==> src/rtl/jtag_pkg.sv <==
// Shared JTAG definitions: command opcodes, TAP state encoding, TMS sequence lengths.
// Used by jtag_master and by TAP-side logic that decodes the same state space.
package jtag_pkg;

    typedef enum logic [1:0] {
        OP_RESET   = 2'd0,
        OP_SCAN_IR = 2'd1,
        OP_SCAN_DR = 2'd2,
        OP_RSVD    = 2'd3
    } cmd_op_e;

    typedef enum logic [3:0] {
        TAP_RESET    = 4'd0,
        TAP_IDLE     = 4'd1,
        TAP_SEL_DR   = 4'd2,
        TAP_CAP_DR   = 4'd3,
        TAP_SHIFT_DR = 4'd4,
        TAP_EXIT1_DR = 4'd5,
        TAP_PAUSE_DR = 4'd6,
        TAP_EXIT2_DR = 4'd7,
        TAP_UPD_DR   = 4'd8,
        TAP_SEL_IR   = 4'd9,
        TAP_CAP_IR   = 4'd10,
        TAP_SHIFT_IR = 4'd11,
        TAP_EXIT1_IR = 4'd12,
        TAP_PAUSE_IR = 4'd13,
        TAP_EXIT2_IR = 4'd14,
        TAP_UPD_IR   = 4'd15
    } tap_state_e;

    typedef enum logic [2:0] {
        ST_RST_SEQ = 3'd0,
        ST_IDLE    = 3'd1,
        ST_NAV     = 3'd2,
        ST_SHIFT   = 3'd3,
        ST_EXIT    = 3'd4
    } mst_state_e;

    localparam logic [2:0] IR_PREFIX_LEN = 3'd4;
    localparam logic [2:0] DR_PREFIX_LEN = 3'd3;
    localparam logic [2:0] SUFFIX_LEN    = 3'd2;
    localparam logic [2:0] RESET_LEN     = 3'd6;

    function automatic logic [2:0] prefix_len(input cmd_op_e op);
        return (op == OP_SCAN_IR) ? IR_PREFIX_LEN : DR_PREFIX_LEN;
    endfunction

endpackage

==> src/rtl/jtag_tck_gen.sv <==
// TCK generator: 2*CLK_DIV clk cycles per period, low phase first, with
// one-cycle strobes on the clk edges where TCK rises and falls.
module jtag_tck_gen #(
    parameter int CLK_DIV = 4
) (
    input  logic clk,
    input  logic rst,
    input  logic en,
    output logic tck,
    output logic fall_tick,
    output logic rise_tick
);

    localparam int CW = $clog2(2 * CLK_DIV);
    localparam logic [CW-1:0] RISE_AT = CW'(CLK_DIV - 1);
    localparam logic [CW-1:0] FALL_AT = CW'(2 * CLK_DIV - 1);

    logic [CW-1:0] cnt_r;

    assign rise_tick = en && (cnt_r == RISE_AT);
    assign fall_tick = en && (cnt_r == FALL_AT);

    // Phase counter and TCK level; both parked at zero while disabled.
    always_ff @(posedge clk or posedge rst) begin
        if (rst) begin
            cnt_r <= '0;
            tck   <= 1'b0;
        end else if (!en || fall_tick) begin
            cnt_r <= '0;
            tck   <= 1'b0;
        end else begin
            cnt_r <= cnt_r + CW'(1);
            tck   <= rise_tick ? 1'b1 : tck;
        end
    end

endmodule

==> src/rtl/jtag_master.sv <==
// Host-side JTAG master: runs RESET / IR scan / DR scan commands, every one
// starting and ending in Run-Test/Idle. Optional TRST via JTAG_MASTER_TRST_EN.
module jtag_master #(
    parameter int CLK_DIV = 4,
    parameter int MAX_LEN = 32
) (
    input  logic                       clk_i,
    input  logic                       rst_i,
    input  logic                       cmd_valid_i,
    output logic                       cmd_ready_o,
    input  logic [1:0]                 cmd_op_i,
    input  logic [$clog2(MAX_LEN)-1:0] cmd_len_i,
    input  logic [MAX_LEN-1:0]         cmd_data_i,
    output logic                       rsp_valid_o,
    output logic [MAX_LEN-1:0]         rsp_data_o,
    output logic                       tck_o,
    output logic                       tms_o,
    output logic                       tdi_o,
    input  logic                       tdo_i
`ifdef JTAG_MASTER_TRST_EN
    ,
    output logic                       trst_no
`endif
);
    import jtag_pkg::*;

    localparam int LW = $clog2(MAX_LEN);

    mst_state_e         state_r, state_nx;
    cmd_op_e            op_r, op_nx;
    logic [2:0]         seq_r, seq_nx;
    logic [LW-1:0]      bit_r, bit_nx, len_r, len_nx;
    logic [MAX_LEN-1:0] sr_r, sr_nx, cap_r;
    logic               auto_r;
    logic               accept_s, done_s, tms_nx, tdi_nx;
    logic               fall_s, rise_s;

    jtag_tck_gen #(.CLK_DIV(CLK_DIV)) u_tck (
        .clk       (clk_i),
        .rst       (rst_i),
        .en        (state_r != ST_IDLE),
        .tck       (tck_o),
        .fall_tick (fall_s),
        .rise_tick (rise_s)
    );

    // Next state: the registered state always describes the TCK period in progress.
    always_comb begin
        accept_s = cmd_valid_i && cmd_ready_o;
        op_nx    = accept_s ? cmd_op_e'(cmd_op_i) : op_r;
        len_nx   = accept_s ? cmd_len_i : len_r;
        sr_nx    = accept_s ? cmd_data_i : sr_r;
        state_nx = state_r;
        seq_nx   = seq_r;
        bit_nx   = bit_r;
        done_s   = 1'b0;
        case (state_r)
            ST_RST_SEQ: begin
                if (fall_s && (seq_r == RESET_LEN - 3'd1)) begin
                    state_nx = ST_IDLE;
                    done_s   = 1'b1;
                end else begin
                    seq_nx = fall_s ? seq_r + 3'd1 : seq_r;
                end
            end
            ST_IDLE: begin
                if (accept_s) begin
                    seq_nx = 3'd0;
                    bit_nx = '0;
                    case (op_nx)
                        OP_RESET:               state_nx = ST_RST_SEQ;
                        OP_SCAN_IR, OP_SCAN_DR: state_nx = ST_NAV;
                        default:                done_s   = 1'b1;
                    endcase
                end else begin
                    state_nx = ST_IDLE;
                end
            end
            ST_NAV: begin
                if (fall_s && (seq_r == prefix_len(op_r) - 3'd1)) begin
                    state_nx = ST_SHIFT;
                    bit_nx   = '0;
                end else begin
                    seq_nx = fall_s ? seq_r + 3'd1 : seq_r;
                end
            end
            ST_SHIFT: begin
                if (fall_s && (bit_r == len_r)) begin
                    state_nx = ST_EXIT;
                    seq_nx   = 3'd0;
                end else if (fall_s) begin
                    bit_nx = bit_r + LW'(1);
                    sr_nx  = sr_r >> 1;
                end else begin
                    bit_nx = bit_r;
                end
            end
            ST_EXIT: begin
                if (fall_s && (seq_r == SUFFIX_LEN - 3'd1)) begin
                    state_nx = ST_IDLE;
                    done_s   = 1'b1;
                end else begin
                    seq_nx = fall_s ? seq_r + 3'd1 : seq_r;
                end
            end
            default: state_nx = ST_RST_SEQ;
        endcase
    end

    // TMS/TDI for the period about to run, derived from the next-state view.
    always_comb begin
        tms_nx = 1'b0;
        tdi_nx = 1'b0;
        case (state_nx)
            ST_RST_SEQ: tms_nx = (seq_nx != RESET_LEN - 3'd1);
            ST_NAV:     tms_nx = (op_nx == OP_SCAN_IR) ? (seq_nx < 3'd2) : (seq_nx == 3'd0);
            ST_SHIFT: begin
                tms_nx = (bit_nx == len_nx);
                tdi_nx = sr_nx[0];
            end
            ST_EXIT:    tms_nx = (seq_nx == 3'd0);
            default:    tms_nx = 1'b0;
        endcase
    end

    // FSM state, counters and shift register.
    always_ff @(posedge clk_i or posedge rst_i) begin
        if (rst_i) begin
            state_r <= ST_RST_SEQ;
            op_r    <= OP_RESET;
            seq_r   <= 3'd0;
            bit_r   <= '0;
            len_r   <= '0;
            sr_r    <= '0;
        end else begin
            state_r <= state_nx;
            op_r    <= op_nx;
            seq_r   <= seq_nx;
            bit_r   <= bit_nx;
            len_r   <= len_nx;
            sr_r    <= sr_nx;
        end
    end

    // TDO capture, pin outputs and responses; the power-up sequence never responds.
    always_ff @(posedge clk_i or posedge rst_i) begin
        if (rst_i) begin
            cap_r       <= '0;
            auto_r      <= 1'b1;
            tms_o       <= 1'b1;
            tdi_o       <= 1'b0;
            cmd_ready_o <= 1'b0;
            rsp_valid_o <= 1'b0;
            rsp_data_o  <= '0;
        end else begin
            if (accept_s) begin
                cap_r  <= '0;
                auto_r <= 1'b0;
            end else if (rise_s && (state_r == ST_SHIFT)) begin
                cap_r[bit_r] <= tdo_i;
            end else begin
                cap_r <= cap_r;
            end
            tms_o       <= tms_nx;
            tdi_o       <= tdi_nx;
            cmd_ready_o <= (state_nx == ST_IDLE);
            rsp_valid_o <= done_s && (accept_s || !auto_r);
            rsp_data_o  <= (done_s && !accept_s && !auto_r) ? cap_r : rsp_data_o;
        end
    end

`ifdef JTAG_MASTER_TRST_EN
    // TRST covers the first TCK period of every reset sequence.
    always_ff @(posedge clk_i or posedge rst_i) begin
        if (rst_i) begin
            trst_no <= 1'b0;
        end else if (accept_s && (op_nx == OP_RESET)) begin
            trst_no <= 1'b0;
        end else if (fall_s) begin
            trst_no <= 1'b1;
        end else begin
            trst_no <= trst_no;
        end
    end
`endif

endmodule

==> config.mk <==
export PLATFORM = sky130hd
export DESIGN_NAME = jtag_master
export DESIGN_NICKNAME = d
export VERILOG_FILES = /design/src/rtl/jtag_pkg.sv /design/src/rtl/jtag_tck_gen.sv /design/src/rtl/jtag_master.sv
export SDC_FILE = /design/constraint.sdc
export NUM_CORES = 1
export LEC_CHECK = 0
export BUFFER_PORTS_ARGS = -buffer_cell sky130_fd_sc_hd__buf_2
export CORE_ASPECT_RATIO = 1.5
export CORE_MARGIN = 8
export CORE_UTILIZATION = 45
export CTS_CLUSTER_SIZE = 30
export DETAILED_ROUTE_END_ITERATION = 12
export GPL_TIMING_DRIVEN = 0
export SLEW_MARGIN = 30
export SYNTH_ARGS = -nofsm -noshare
export SYNTH_HDL_FRONTEND = slang
export SYNTH_SLANG_ARGS = --single-unit
==> constraint.sdc <==
create_clock -name clk_i -period 4.1 [get_ports clk_i]
set_input_delay 0.41 -clock clk_i [delete_from_list [all_inputs] [get_ports clk_i]]
set_output_delay 0.41 -clock clk_i [all_outputs]
set_load 0.05 [all_outputs]
==> flow_summary.toml <==
[run_status]
outcome = "finished, final reports clean"

[floorplanning]
initial_core_util_pct = 45.5
die_h_um = 158
core_area_um2 = 13300
placementRows = 52
die_area_um2 = 17500
ios = 80
die_w_um = 111

[sta]
slew_violations = 0
setup_viol = 0
fmaxAchievable_mhz = 348
fin_crit_ns = 2.87
rsz0062_at_grt = "no"
fin_skew_ns = 0.0123
finalHoldViolations = 0
worst_slack_ns = 1.23
slew_headroom_pct = 41.3
post-route-period-util_pct = 70.0
tightest_slew_ns = 0.879
fin_hold_ws_ns = 0.0174
fin_setup_tns_ns = 0

[logic_synthesis]
synth_warnings = 0
ys_seq_area_share_pct = 50.8
synthCells = 615
ys_types = 64
synth-seq-cells = 123
synth_edf_count = 0
syn_avg_cell_area_um2 = 9.86
syn_area_um2 = 6060
synthArstFlopShare_pct = 100
synth_flop_cell = "dfrtp_1"
synth_nets = 669

[routing]
initialDrtViolationCount = 252
ant_nets = 0
post-route-drc-count = 0
viasPerCell = 5.47
totalWireLength_mm = 14.8
drtPass1Iterations = 5
via_count = 4861
wire_per_inst_um = 16.7

[finish]
n_fill_cell = 1198
drive_above_1_share_pct = 23.9
fin_util_pct = 54.8
area_growth_syn_to_layout_pct = 20.5
layout_common_cells = "127 x nand2_1, 121 x dfrtp_1, 89 x buf_2"
nets = 768
final_common_cell = "nand2_1"
fin_cells = 889
antenna_cells = 0

[placement]
dp_slack_ns = 1.18
placed_cells = 857
gp_congestion = 0.868
portBuffers = 79
post-dp-hpwl_mm = 10.8

[worst_setup_path]
worst-path-max-fanout = 10
end_kind = "flip-flop"
cp_cell_sequence = "ha_1 -> ha_1 -> clkbuf_1 -> nand4_1 -> nor3_2 -> buf_2 -> mux2_2"
crit_slowest_cell = "nor3_2"
r2r_setup_slack_ns = 1.23
arrival_ns = 3.16
reg2reg_depth = 7
reg2reg_to = "rsp_data_o[4]$_DFFE_PP0P_"
startpoint = "u_tck.cnt_r[0]$_DFF_PP0_"
path_common_cell = "ha_1"
cp.required_ns = 4.39
worstSetupStartpointType = "flip-flop"
critPathCapture = "rsp_data_o[4]$_DFFE_PP0P_"
reg2reg_from = "u_tck.cnt_r[0]$_DFF_PP0_"
critPathKind = "reg -> reg"
max_stage_delay_ns = 0.51

[global_routing]
grt_pass1_wl_mm = 24.8
gr-total-overflow = 0
grt_pass1_vias = 5068
grt_max_degree = 65
track_usage_pct = 17.3
antenna_found_initial = 0

[power]
p_seq_share_pct = 37.7
p_comb_share_pct = 31.5
power_density_nw_per_um2 = 681
clkPwrFrac_pct = 30.8
power.static_leakage_nw = 3.36
swShare_pct = 35.3
internal-power_w = 0.00322
ir_worst_vdd_mv = 0.306
power.switching_w = 0.00176

[cts]
cts.sinks = 123
cts_setup_buffers = 0
ctsRootBufferMaster = "clkbuf_16"
cts_tree = "built"
ctsResizeCount = 0
clk_latency_ns = 0.41
cts_hold_buf = 0
clkTransAtPathRegs_ns = 0.06
htreeDepth = 4
clk_path_buf_depth = 2
cts_buffers = 17

[hold_path]
hp-class = "in -> async"

[flow_run]
maxCapViolCount = 0
-- worst min path at each step --
stage | slack, ns | start | end
finish | 0.02 | rst_i | sr_r[25]$_DFF_PP0_
global route | 0.06 | rst_i | sr_r[24]$_DFF_PP0_
CTS | 0.04 | rst_i | sr_r[25]$_DFF_PP0_
detailed placement | 0.45 | u_tck.cnt_r[0]$_DFF_PP0_ | u_tck.cnt_r[0]$_DFF_PP0_
global placement | 0.43 | u_tck.cnt_r[0]$_DFF_PP0_ | u_tck.cnt_r[0]$_DFF_PP0_
floorplan | 0.41 | u_tck.cnt_r[0]$_DFF_PP0_ | u_tck.cnt_r[0]$_DFF_PP0_
-- worst max-delay path: cells and delay by family, from the launching register on --
family | cells | cell delay [ns]
simple gates | 2 | 0.82
flops | 1 | 0.35
buf+inv | 2 | 0.75
fa+ha+maj | 2 | 0.46
mux | 1 | 0.38
-- cells in the mapped netlist (all sizes together) (3+ instances only) --
cell | instances | area share [%]
a21boi | 3 | 0.37
a21oi | 45 | 4.1
a31oi | 7 | 0.83
and2 | 6 | 0.66
and3 | 10 | 1.0
and3b | 3 | 0.43
buf | 17 | 1.6
clkbuf | 28 | 1.7
dfrtp | 121 | 50
ha | 11 | 2.3
inv | 12 | 0.74
mux2 | 32 | 5.9
mux2i | 31 | 5.1
nand2 | 127 | 7.9
nand2b | 3 | 0.31
nand3 | 46 | 3.8
nand4 | 4 | 0.41
nor2 | 18 | 1.2
nor3 | 7 | 0.85
nor3b | 4 | 0.50
o21ai | 40 | 3.4
xor2 | 6 | 0.99
-- per-stage QoR --
step	area (um^2)	power, W
finish	7310	0.00497
floorplan	6060	0.00303
global placement	6660	0.00339
CTS	7300	0.00500
global route	7310	0.00529
detailed placement	6700	0.00345
-- sequential cells by signal (all words and copies together), names as in the netlist, 2 cells and up --
signal / cells
cap_r: 32
rsp_data_o: 32
sr_r: 32
bit_r: 5
len_r: 5
seq_r: 3
state_r: 3
u_tck.cnt_r: 3
op_r: 2
-- power by group through the flow --
stage          combinational, W  clock [W]  sequential [W]
2_1_floorplan           0.00117          0         0.00187
3_3_place_gp            0.00151          0         0.00188
3_5_place_dp            0.00156          0         0.00189
4_1_cts                 0.00157    0.00156         0.00188
5_1_grt                 0.00175    0.00161         0.00193
6_report                0.00157    0.00153         0.00187
-- per-layer routing --
| metal | vias to the layer above | share of wire (%) | wire, um | track usage (%) |
|---|---|---|---|---|
| met5 | - | 0 | 0 | 0 |
| met4 | 0 | 1.6 | 237 | 6.65 |
| met3 | 22 | 5.0 | 743 | 4.89 |
| met2 | 138 | 53 | 7840 | 30.8 |
| met1 | 2365 | 41 | 6030 | 19.0 |
| li1 | 2336 | - | - | - |
-- logic make-up after synthesis --
kind of cell,count (synthesis),synth area share (%)
AO/OA/AOI/OAI,117,12.2
XOR/XNOR,7,1.14
adder cells (fa/ha/maj),11,2.27
buffers and inverters,57,4.04
flip-flops,123,50.8
multiplexers,63,11.1
AND/OR/NAND/NOR,237,18.5
-- cell type report --
class	count	area (um^2)	area share [%]
plain buffers	45	200	2.74
clock buffers	23	468	6.40
clock inverters	9	138	1.88
inverters	12	52.6	0.719
multi-input cells	435	2740	37.5
flip-flops and latches	123	3080	42.2
well taps	162	203	2.77
repair buffers	80	423	5.79
No activity file was read; power rests on OpenSTA's default activity.
